**config.mk**
```make
export PLATFORM = sky130hd
export DESIGN_NAME = shift_unit_seq
export DESIGN_NICKNAME = d
export VERILOG_FILES = /design/src/rtl/shift_unit_seq.sv
export SDC_FILE = /design/constraint.sdc
export NUM_CORES = 1
export LEC_CHECK = 0
export ABC_AREA = 1
export CORE_AREA = 8 8 86 88
export CTS_CLUSTER_SIZE = 24
export DETAILED_ROUTE_END_ITERATION = 7
export DIE_AREA = 0 0 94 96
export HOLD_SLACK_MARGIN = 0.06
export PLACE_DENSITY = 0.91
export SLEW_MARGIN = 20
export SYNTH_ARGS = -nofsm -noshare
export SYNTH_HDL_FRONTEND = slang
export SYNTH_SLANG_ARGS = --single-unit
```
**constraint.sdc**
```tcl
create_clock -name clk -period 3.1 [get_ports clk]
set_input_delay 0.31 -clock clk [delete_from_list [all_inputs] [get_ports clk]]
set_output_delay 0.31 -clock clk [all_outputs]
set_load 0.03 [all_outputs]
```
**src/rtl/shift_unit_seq.sv**
```systemverilog
// Multi-cycle shift/rotate unit: SLL/SRL/SRA/ROL/ROR with up to STEP positions per clock,
// valid/ready handshakes on both sides, carry-out and zero flags, abort of in-flight work.
module shift_unit_seq #(
    parameter int WIDTH = 16,
    parameter int SHW   = 4,
    parameter int STEP  = 1
) (
    input  logic             clk,
    input  logic             rst_n,
    input  logic             in_valid,
    output logic             in_ready,
    input  logic [WIDTH-1:0] in_data,
    input  logic [SHW-1:0]   in_shamt,
    input  logic [2:0]       in_op,
    input  logic             abort,
    output logic             out_valid,
    input  logic             out_ready,
    output logic [WIDTH-1:0] out_data,
    output logic             out_carry,
    output logic             out_zero,
    output logic             busy
);

    localparam logic [2:0] OP_SLL = 3'd0;
    localparam logic [2:0] OP_SRL = 3'd1;
    localparam logic [2:0] OP_SRA = 3'd2;
    localparam logic [2:0] OP_ROL = 3'd3;
    localparam logic [2:0] OP_ROR = 3'd4;

    localparam logic [SHW:0]     STEP_K = (SHW+1)'(STEP);
    localparam logic [SHW:0]     WIDTH_K = (SHW+1)'(WIDTH);
    localparam logic [WIDTH-1:0] ONES = {WIDTH{1'b1}};

    typedef enum logic [1:0] {IDLE, SHIFT, DONE} state_t;

    state_t           state_reg;
    logic [WIDTH-1:0] data_reg;
    logic             carry_reg;
    logic [2:0]       op_reg;
    logic [SHW-1:0]   rem_reg;
    logic             sign_reg;
    logic             out_valid_reg;
    logic             busy_reg;

    logic [SHW:0]     k;
    logic [SHW:0]     k_comp;
    logic [SHW-1:0]   rem_next;
    logic [WIDTH:0]   sll_t;
    logic [WIDTH:0]   srl_t;
    logic [WIDTH-1:0] rol_d;
    logic [WIDTH-1:0] ror_d;
    logic [WIDTH-1:0] sra_fill;
    logic [WIDTH-1:0] step_data;
    logic             step_carry;
    logic             accept_pass;

    // One SHIFT cycle: move by k = min(STEP, rem). The extra guard bit in sll_t/srl_t
    // captures the last bit that falls off the end, which is the carry.
    always_comb begin
        k          = ({1'b0, rem_reg} > STEP_K) ? STEP_K : {1'b0, rem_reg};
        k_comp     = WIDTH_K - k;
        rem_next   = rem_reg - k[SHW-1:0];
        sll_t      = {1'b0, data_reg} << k;
        srl_t      = {data_reg, 1'b0} >> k;
        rol_d      = (data_reg << k) | (data_reg >> k_comp);
        ror_d      = (data_reg >> k) | (data_reg << k_comp);
        sra_fill   = sign_reg ? ~(ONES >> k) : '0;
        step_data  = data_reg;
        step_carry = carry_reg;
        case (op_reg)
            OP_SLL: begin
                step_data  = sll_t[WIDTH-1:0];
                step_carry = sll_t[WIDTH];
            end
            OP_SRL: begin
                step_data  = srl_t[WIDTH:1];
                step_carry = srl_t[0];
            end
            OP_SRA: begin
                step_data  = srl_t[WIDTH:1] | sra_fill;
                step_carry = srl_t[0];
            end
            OP_ROL: begin
                step_data  = rol_d;
                step_carry = rol_d[0];
            end
            OP_ROR: begin
                step_data  = ror_d;
                step_carry = ror_d[WIDTH-1];
            end
            default: begin
                step_data  = data_reg;
                step_carry = carry_reg;
            end
        endcase
    end

    assign accept_pass = (in_op > OP_ROR);

    always_ff @(posedge clk or negedge rst_n) begin
        if (!rst_n) begin
            state_reg     <= IDLE;
            data_reg      <= '0;
            carry_reg     <= 1'b0;
            op_reg        <= '0;
            rem_reg       <= '0;
            sign_reg      <= 1'b0;
            out_valid_reg <= 1'b0;
            busy_reg      <= 1'b0;
        end else begin
            case (state_reg)
                IDLE: begin
                    if (in_valid && !abort) begin
                        data_reg  <= in_data;
                        op_reg    <= in_op;
                        sign_reg  <= in_data[WIDTH-1];
                        carry_reg <= 1'b0;
                        rem_reg   <= accept_pass ? '0 : in_shamt;
                        busy_reg  <= 1'b1;
                        if (accept_pass || in_shamt == '0) begin
                            state_reg     <= DONE;
                            out_valid_reg <= 1'b1;
                        end else begin
                            state_reg <= SHIFT;
                        end
                    end
                end
                SHIFT: begin
                    if (abort) begin
                        state_reg <= IDLE;
                        busy_reg  <= 1'b0;
                    end else begin
                        data_reg  <= step_data;
                        carry_reg <= step_carry;
                        rem_reg   <= rem_next;
                        if (rem_next == '0) begin
                            state_reg     <= DONE;
                            out_valid_reg <= 1'b1;
                        end
                    end
                end
                DONE: begin
                    // abort wins over out_ready; either way the result is released
                    if (abort || out_ready) begin
                        state_reg     <= IDLE;
                        out_valid_reg <= 1'b0;
                        busy_reg      <= 1'b0;
                    end
                end
                default: begin
                    state_reg     <= IDLE;
                    out_valid_reg <= 1'b0;
                    busy_reg      <= 1'b0;
                end
            endcase
        end
    end

    assign in_ready  = rst_n && (state_reg == IDLE) && !abort;
    assign out_valid = out_valid_reg;
    assign busy      = busy_reg;
    assign out_data  = data_reg;
    assign out_carry = carry_reg;
    assign out_zero  = (data_reg == '0);

endmodule

```
# Yosys cells after proc, flatten, opt, wreduce, memory -nomap -nowiden
# Cells that the tools add are included.
[word_totals]
regBits = 29
out_inout_bits = 21
[op_classes]
shift = 7
n_lt_le_gt_ge = 2
n_eq_ne = 15
n_addsub = 2
n_reduce_logical = 20
mux = 29
bitwise = 4
[op_table]
columns = ["operator", "count"]
rows = [
  ["16-bit case mux with 5 select lines", 1],
  ["16-bit 2-to-1 mux", 3],
  ["16-bit OR", 3],
  ["16-bit case mux with 2 select lines", 1],
  ["16-bit by 4-bit << shifter with 17-bit output", 1],
  ["17-bit by 4-bit right shift with 17-bit output", 1],
  ["16-bit logical NOT", 1],
  ["4-bit 2-to-1 mux", 4],
  ["16-bit inverter", 1],
  ["16-bit by 4-bit << shifter with 16-bit output", 1],
  ["16-bit by 5-bit << shifter with 16-bit output", 1],
  ["16-bit by 4-bit right shift with 16-bit output", 1],
  ["16-bit by 4-bit right shift with 16-bit output (first input constant)", 1],
  ["16-bit by 5-bit right shift with 16-bit output", 1],
  ["2-bit inequality test (second input constant)", 6],
  ["2-bit 2-to-1 mux", 5],
  ["1-bit 2-to-1 mux", 9],
  ["3-bit AND reduction", 3],
  ["4-bit logical NOT", 2],
  ["4-bit case mux with 2 select lines", 1],
  ["4-bit AND reduction", 2],
  ["3-bit by 2-bit equality test with 1-bit output (second input constant)", 2],
  ["6-bit by 1-bit inequality test with 1-bit output (second input constant)", 1],
  ["1-bit case mux with 3 select lines", 2],
  ["other kinds (22)", 25],
]

# Logic depth before layout (Yosys ltp)
# Gate-level depths: netlist of run 1.
[logic_depth]
ltp_word = 9
depth_mapped = 20

# Worst setup path before layout of run 1
# Ideal clock, no wire load.
[synth_timing]
path_type = "flip-flop to flip-flop"
start = "reg rem_reg[2]"
end = "reg carry_reg (netlist: out_carry)"
path_stages_with_launch = 19
n_path_buf = 4
synth_period_minus_slack_ps = 2850
arrival_ps = 2733
slack_ps = 250
path_cell_list = "dfrtp_1 > nor2_4 > nand2_4 > buf_6 > inv_1 > ha_1 > inv_1 > buf_2 > ha_1 > buf_2 > inv_1 > clkbuf_1 > nand3_1 > nand3_1 > nand3_1 > nand2_1 > nand3_1 > nand2_1 > nand2_1"
[synth_via]
elab_chain_len = 8
[synth_lines]
columns = ["element", "line", "text"]
rows = [
  ["from (decl)", "40", "logic [SHW-1:0] rem_reg;"],
  ["from (signal assigned)", "118", "rem_reg <= accept_pass ? '0 : in_shamt;"],
  ["from (signal assigned)", "135", "rem_reg <= rem_next;"],
  ["4-bit by 1-bit > comparator with 1-bit output", "60", "k = ({1'b0, rem_reg} > STEP_K) ? STEP_K : {1'b0, rem_reg};"],
  ["4-bit 2-to-1 mux (*)", "60", ""],
  ["5-bit by 4-bit subtractor with 5-bit output", "61", "k_comp = WIDTH_K - k;"],
  ["16-bit by 5-bit << shifter with 16-bit output / 16-bit by 5-bit right shift with 16-bit output (equally long branches)", "66, 65", ""],
  ["16-bit OR (on tied branches)", "66, 65", ""],
  ["1-bit case mux with 4 select lines (*)", "70", "case (op_reg)"],
  ["1-bit 2-to-1 mux (*)", "129", "if (abort) begin"],
  ["1-bit case mux with 2 select lines (*)", "111", "case (state_reg)"],
  ["to (signal assigned)", "134", "carry_reg <= step_carry;"],
  ["to (decl)", "38", "logic carry_reg;"],
]
# Every way passes the cells marked *; elsewhere a longest branch is shown, timed or not. The select of a mux whose other input is x is not followed.
# A chain may end at the register's enable or synchronous reset.

# Worst setup path after layout of run 1
[layout_timing]
start = "reg rem_reg[1]"
end = "reg data_reg[0] (netlist: out_data[0])"
[layout_via]
elab_chain_len = 9
[layout_lines]
columns = ["element", "line", "text"]
rows = [
  ["4-bit by 1-bit > comparator with 1-bit output", "60", ""],
  ["4-bit 2-to-1 mux (*)", "60", ""],
  ["parallel branches: the longest is 4 deep, another holds 5-bit by 4-bit subtractor with 5-bit output", "--", ""],
  ["16-bit case mux with 5 select lines (*)", "70", ""],
  ["16-bit 2-to-1 mux (*)", "129", ""],
  ["16-bit case mux with 2 select lines (*)", "111", ""],
  ["to (signal assigned)", "114", "data_reg <= in_data;"],
  ["to (signal assigned)", "133", "data_reg <= step_data;"],
  ["to (decl)", "37", "logic [WIDTH-1:0] data_reg;"],
]
# Every way passes the cells marked *. The select of a mux whose other input is x is not followed.

==> results of run 1 <==
area by class of cell:
class                   instances  area, um2  area share, %
multi-input cells             477       2270           57.3
flip-flops and latches         29        726           18.3
repair buffers                 63        593           15.0
inverters                      47        176           4.45
clock buffers                   7       96.3           2.43
well taps                      77       96.3           2.43
clock inverters                 1       5.00          0.126
report_power, final:
part | internal, mW | leakage [nW] | total, mW | switching, mW
registers | 0.565 | 0.357 | 0.833 | 0.268
clock network | 0.201 | 0.0542 | 0.366 | 0.165
logic | 1.31 | 1.51 | 4.26 | 2.95
total | 2.07 | 1.92 | 5.45 | 3.38
metal layers:
metal | vias to the layer above | part of all wire, % | GRT usage, %
met3 | 61 | 13 | 7.25
li1 | 2032 | - | -
met1 | 1942 | 39 | 37.6
met2 | 364 | 44 | 47.0
met4 | 0 | 3.9 | 16.1
met5 | - | 0 | 0
cell usage in the layout (no fill, tap or decap), types with 2 or more instances in the layout:
| cell type | netlist | final |
|---|---|---|
| nor2_4 | 2 | 2 |
| nor4_1 | 2 | 2 |
| nor2_2 | 7 | 7 |
| a211oi_1 | 2 | 2 |
| dfrtp_1 | 29 | 29 |
| nand4_1 | 6 | 6 |
| a21oi_1 | 21 | 21 |
| ha_1 | 5 | 5 |
| inv_2 | 3 | 3 |
| o21ai_1 | 12 | 12 |
| clkdlybuf4s50_1 | 0 | 48 |
| nand3_2 | 4 | 4 |
| clkbuf_8 | 0 | 7 |
| o21ai_0 | 26 | 26 |
| o211ai_1 | 4 | 4 |
| nand2_2 | 4 | 4 |
| nand3_1 | 136 | 136 |
| o21ai_2 | 2 | 2 |
| buf_4 | 2 | 15 |
| a31oi_1 | 6 | 6 |
| nor2_1 | 40 | 40 |
| nand2_1 | 182 | 182 |
| inv_1 | 44 | 44 |
| conb_1 | 2 | 4 |
per-stage QoR:
stage          worst slack (ns)  utilization [%]  area (um2)
6_report                  0.437             65.0        3960
5_1_grt                   0.230             65.0        3960
4_1_cts                   0.508             65.0        3960
3_5_place_dp              0.521             63.4        3860
3_3_place_gp              0.520             63.4        3860
2_1_floorplan             0.250                -        3330
cells by family (layout without fill, tap and decap cells):
kind of cell | Yosys count | after routing | share of synthesized area, %
AOI/OAI and AO/OA | 81 | 81 | 14.0
adders and majority gates | 5 | 5 | 1.88
xor gates and xnor gates | 1 | 1 | 0.264
buffers and inverters | 75 | 118 | 9.95
other | 2 | 4 | 0.226
and+or+nand+nor | 386 | 386 | 51.8
DFF | 29 | 29 | 21.9
worst min-delay path, cell delays in order, from the launching register on:
cell     delay, ns
dfrtp_1       0.35
nand2_1       0.05
nand2_1       0.06
worst min-delay path by stage:
stage,from,end,cells past startpoint
2_1_floorplan,rst_n,busy$_DFFE_PN0P_,0
3_3_place_gp,out_carry$_DFFE_PN0P_,out_carry$_DFFE_PN0P_,2
3_5_place_dp,out_carry$_DFFE_PN0P_,out_carry$_DFFE_PN0P_,2
4_1_cts,out_carry$_DFFE_PN0P_,out_carry$_DFFE_PN0P_,2
5_1_grt,out_carry$_DFFE_PN0P_,out_carry$_DFFE_PN0P_,2
6_report,out_carry$_DFFE_PN0P_,out_carry$_DFFE_PN0P_,2
==> flow_metrics.py, run 1 <==
metrics = {
    "run_status": {
        "outcome": "complete, no violations",
    },
    "timing": {
        "fin_crit_sh_pct": 85.9,
        "tightest_slew_ns": 0.667,
        "relSlewSlack_pct": 55.5,
        "grt_setup_unrepaired": "false",
        "fin_skew_ns": 0.00941,
        "drv_slew": 0,
        "fmax_ghz": 0.376,
        "holdWs_ns": 0.496,
        "finalSetupViolations": 0,
        "final-hold-violation-count": 0,
        "min_period_ns": 2.66,
        "fin_setup_tns_ns": 0,
    },
    "critical_path": {
        "crit_fanout": 30,
        "crit-reg2reg-launch": "rem_reg[1]$_DFFE_PN0P_",
        "critPathKind": "flip-flop to flip-flop",
        "reg2reg_depth": 15,
        "critical-path-slowest-cell": "dfrtp_1",
        "cp.required_ns": 3.27,
        "critPathCaptureType": "flip-flop",
        "critPathCapture": "out_data[0]$_DFFE_PN0P_",
        "worstPathArrival_ns": 2.83,
        "cp_slowest_stage_delay_ns": 0.44,
        "path_depth": 15,
        "reg2reg_to": "out_data[0]$_DFFE_PN0P_",
        "rrSetupSlack_ns": 0.44,
        "cp-start-kind": "flip-flop",
        "crit_family": "simple AND/OR/NAND/NOR gates",
        "path_cells": "nor2_4 > nand2_4 > inv_1 > ha_1 > inv_1 > ha_1 > inv_1 > buf_4 > nand3_1 > nand3_1 > nand3_1 > nand2_1 > nand2_1 > nand2_1 > o21ai_1",
        "crit_path_start": "rem_reg[1]$_DFFE_PN0P_",
        "crit_buf_inv": 4,
    },
    "placement": {
        "gp_congestion": 1.03,
        "io_buffers": 48,
        "dp.cells": 693,
        "hpwlAfterDp_um": 9610,
    },
    "pwr": {
        "p_leak_nw": 1.92,
        "vdd_drop_max_uv": 813,
        "p_total_mw": 5.45,
        "p_per_area_nw_per_um2": 1380,
    },
    "logic_synthesis": {
        "ys_async_sr_fraction_pct": 100,
        "synth_edf_count": 0,
        "ys_types": 38,
        "synth_ff_type": "dfrtp_1",
        "synth_area_um2": 3320,
        "yosysSeqAreaShare_pct": 21.9,
        "synth.most_common_cell": "nand2_1",
        "yosys_warnings": 0,
        "ys_top_cells_by_count": "182 x nand2_1, 136 x nand3_1, 44 x inv_1",
        "synthesis.instances": 579,
        "yosysTopAreaCell": "dfrtp_1",
        "yosys-top-cells-area": "dfrtp_1 22%, nand2_1 21%, nand3_1 21%, inv_1 5.0%, nor2_1 4.5%",
        "synth_area_per_cell_um2": 5.73,
        "yosys.area.top_type_share_pct": 21.9,
        "synth-seq-cells": 29,
    },
    "drt": {
        "avgViaCountPerCell": 6.28,
        "ant_nets": 0,
        "wire_per_inst_um": 18.7,
        "drc": 0,
        "drt_iter0_drc": 661,
        "first_pass_iters": 8,
        "vias": 4399,
        "drt_wl_total_um": 13100,
    },
    "final_layout": {
        "antenna_cells": 0,
        "largest_reg_flops": 16,
        "stdcell_count": 701,
        "n_fill_cell": 566,
        "drive_gt1_share_pct": 7.53,
        "syn2layout_area_growth_pct": 19.4,
        "nets": 656,
    },
    "run": {
        "cap_violations": 0,
    },
    "grt": {
        "grt_pass1_vias": 4217,
        "grt_max_degree": 31,
        "grt_first_pass_wirelength_um": 21300,
        "antenna_found_initial": 0,
        "grt.total_usage_pct": 30.1,
        "grt_overflow": 0,
    },
    "clocking": {
        "cts_setup_buffers": 0,
        "tritoncts": "yes",
        "ctsHtreeMaxLevel": 2,
        "clk_pin_slew_ns": 0.07,
        "cts.sinks": 29,
        "root_buffer": "clkbuf_8",
        "cts_buffers": 5,
        "cts_resized": 0,
        "holdBufCountCts": 0,
        "clockBufferDepth": 2,
        "insertion_delay_ns": 0.29,
    },
    "floorplan": {
        "dieWidth_um": 94,
        "dieHeight_um": 96,
        "coreArea_um2": 6100,
        "start_util_pct": 54.5,
        "io_pins": 49,
        "dieArea_um2": 9020,
        "rows": 29,
    },
    "min_path": {
        "hp-class": "flip-flop to flip-flop",
    },
}
Power figures use the tool's default switching activity.
==> run 2: changes to the inputs <==
- CAP_MARGIN: unset -> 30
==> results of run 2 <==
Same layout as run 1: the final DEF is identical, and so are final timing and power.
==> run 3: changes to the inputs <==
- CORE_AREA: 8 8 86 88 -> 8 8 87 89
- DIE_AREA: 0 0 94 96 -> 0 0 95 97
- GPL_TIMING_DRIVEN: unset -> 0
- PLACE_DENSITY: 0.91 -> 0.89
==> run 3 against run 2 <==
Effect of this change:
- worst hold slack worse by 0.44 ns
- non-clock buffer count up 19
- first-iteration DRC count down 3.6%
- sequential cell count unchanged
- critical path depth up 1
- sequential power down 1%
- die area up 2.1%
- maximum frequency down 12%
- global-route usage down 0.61 points
- critical path type unchanged
==> flow_metrics.py, run 3 (same netlist as run 1, synthesis figures left out) <==
metrics = {
    "floorplan": {
        "dieArea_um2": 9220,
        "io_pins": 49,
        "start_util_pct": 53.5,
        "dieHeight_um": 97,
        "dieWidth_um": 95,
        "coreArea_um2": 6200,
        "rows": 29,
    },
    "grt": {
        "grt.total_usage_pct": 29.5,
        "grt_max_degree": 31,
        "antenna_found_initial": 0,
        "grt_pass1_vias": 4266,
        "grt_first_pass_wirelength_um": 21500,
        "grt_overflow": 0,
    },
    "final_layout": {
        "syn2layout_area_growth_pct": 24.0,
        "final_common_cell": "nand2_1",
        "final_util_pct": 66.3,
        "largest_reg_flops": 16,
        "final_cell_mix": "181 x nand2_1, 136 x nand3_1, 47 x clkdlybuf4s50_1, 42 x inv_1, 40 x nor2_1",
        "antenna_cells": 0,
        "final_area_um2": 4120,
        "drive_gt1_share_pct": 10.4,
        "nets": 675,
    },
    "drt": {
        "drc": 0,
        "drt_iter0_drc": 637,
        "avgViaCountPerCell": 6.37,
        "vias": 4585,
        "drt_wl_total_um": 14100,
        "ant_nets": 0,
        "first_pass_iters": 6,
        "wire_per_inst_um": 19.5,
    },
    "clocking": {
        "insertion_delay_ns": 0.28,
        "root_buffer": "clkbuf_8",
        "cts.sinks": 29,
        "holdBufCountCts": 0,
        "cts_buffers": 5,
        "tritoncts": "yes",
        "ctsHtreeMaxLevel": 2,
        "clockBufferDepth": 2,
        "clk_pin_slew_ns": 0.07,
    },
    "critical_path": {
        "critical-path-slowest-cell": "dfrtp_2",
        "critPathKind": "flip-flop to flip-flop",
        "cp-start-kind": "flip-flop",
        "cp_slowest_stage_delay_ns": 0.44,
        "worstPathArrival_ns": 3.20,
        "path_cells": "nor2_4 > nand2_4 > buf_6 > clkinvlp_4 > ha_4 > inv_1 > buf_6 > ha_1 > clkbuf_4 > inv_2 > buf_4 > nand3_1 > nand3_1 > nand3_1 > a21boi_2 > o21ai_1",
        "crit_fanout": 10,
        "critPathCaptureType": "flip-flop",
        "crit_top_cell": "nand3_1",
        "cp.required_ns": 3.26,
    },
    "timing": {
        "drv_slew": 0,
        "finalSetupViolations": 0,
        "worst_slack_ns": 0.0592,
        "fin_crit_sh_pct": 98.1,
        "relSlewSlack_pct": 56.5,
        "min_period_ns": 3.04,
        "fin_skew_ns": 0.00894,
        "grt_setup_unrepaired": "false",
        "fin_setup_tns_ns": 0,
        "final-hold-violation-count": 0,
        "fmax_ghz": 0.329,
        "tightest_slew_ns": 0.653,
    },
    "pwr": {
        "p_per_area_nw_per_um2": 1400,
        "p_total_mw": 5.76,
        "p_leak_nw": 1.98,
        "vdd_drop_max_uv": 961,
    },
    "placement": {
        "post-place-ws_ns": -0.704,
        "io_buffers": 48,
        "hpwlAfterDp_um": 10700,
        "dpl-instance-area_um2": 3900,
        "gp_congestion": 1.06,
    },
    "run_status": {
        "outcome": "complete, no violations",
    },
    "run": {
        "cap_violations": 0,
    },
    "min_path": {
        "hp-class": "primary input to asynchronous set/reset pin",
    },
}
## run 3: cell count changes in the layout (fill, tap and decap cells not counted), moves of 6 or more
cell	previous run	this run
buf_2	0	10
buf_6	0	6
clkbuf_1	0	6
buf_4	15	9
## run 3: cell type report
cell class / instances / area, um2
buffer: 28 / 181
tap: 77 / 96.3
clock buffer: 7 / 86.3
timing repair buffer: 54 / 520
fill: 575 / 2090
multi-input combinational: 477 / 2290
inverter: 47 / 180
sequential: 29 / 728
clock inverter: 1 / 30.0
## run 3: repair_timing
action / 4_1_cts / 5_1_grt
setup buffers: 2 / 4
cloned: 0 / 0
pin swaps: 3 / 1
gates resized for setup: 13 / 13
setup endpoints to repair: 17 / 17
## run 3: worst max-delay path, delay by kind of cell (launching register included)
kind | cells | cell delay (ns)
flops | 1 | 0.44
compound gates | 2 | 0.37
simple gates | 5 | 0.59
fa+ha+maj | 2 | 0.47
buf+inv | 7 | 1.06
## run 3: report_power, final
group / total [mW] / switching, mW / internal, mW
sequential: 0.822 / 0.254 / 0.568
clock: 0.407 / 0.145 / 0.262
combinational: 4.54 / 3.10 / 1.43
## run 3: path summary, 6_finish.rpt
kind / start / endpoint / slack (ns) / depth (start not counted)
max in group asynchronous: rst_n / rem_reg[2]$_DFFE_PN0P_ / 2.58 / 1
max: rem_reg[1]$_DFFE_PN0P_ / out_data[3]$_DFFE_PN0P_ / 0.06 / 16
max reg2reg: rem_reg[1]$_DFFE_PN0P_ / out_data[3]$_DFFE_PN0P_ / 0.06 / 16
min in group clk: busy$_DFFE_PN0P_ / busy$_DFFE_PN0P_ / 0.51 / 2
min reg2reg: busy$_DFFE_PN0P_ / busy$_DFFE_PN0P_ / 0.51 / 2
min: rst_n / out_data[10]$_DFFE_PN0P_ / 0.05 / 1
## run 3: per-stage QoR
stage                     hold WS (ns)  std cells
after floorplan                 0.0144        581
after global placement           0.499        706
after detailed placement         0.370        706
after CTS                       0.0745        716
after global routing             0.111        720
final                           0.0546        720
## run 3: layer usage
| metal | global-route usage (%) | wire, um |
|---|---|---|
| met1 | 36.1 | 5320 |
| met2 | 44.8 | 6160 |
| met3 | 8.73 | 1830 |
| met4 | 15.9 | 756 |
| met5 | 0 | 0 |
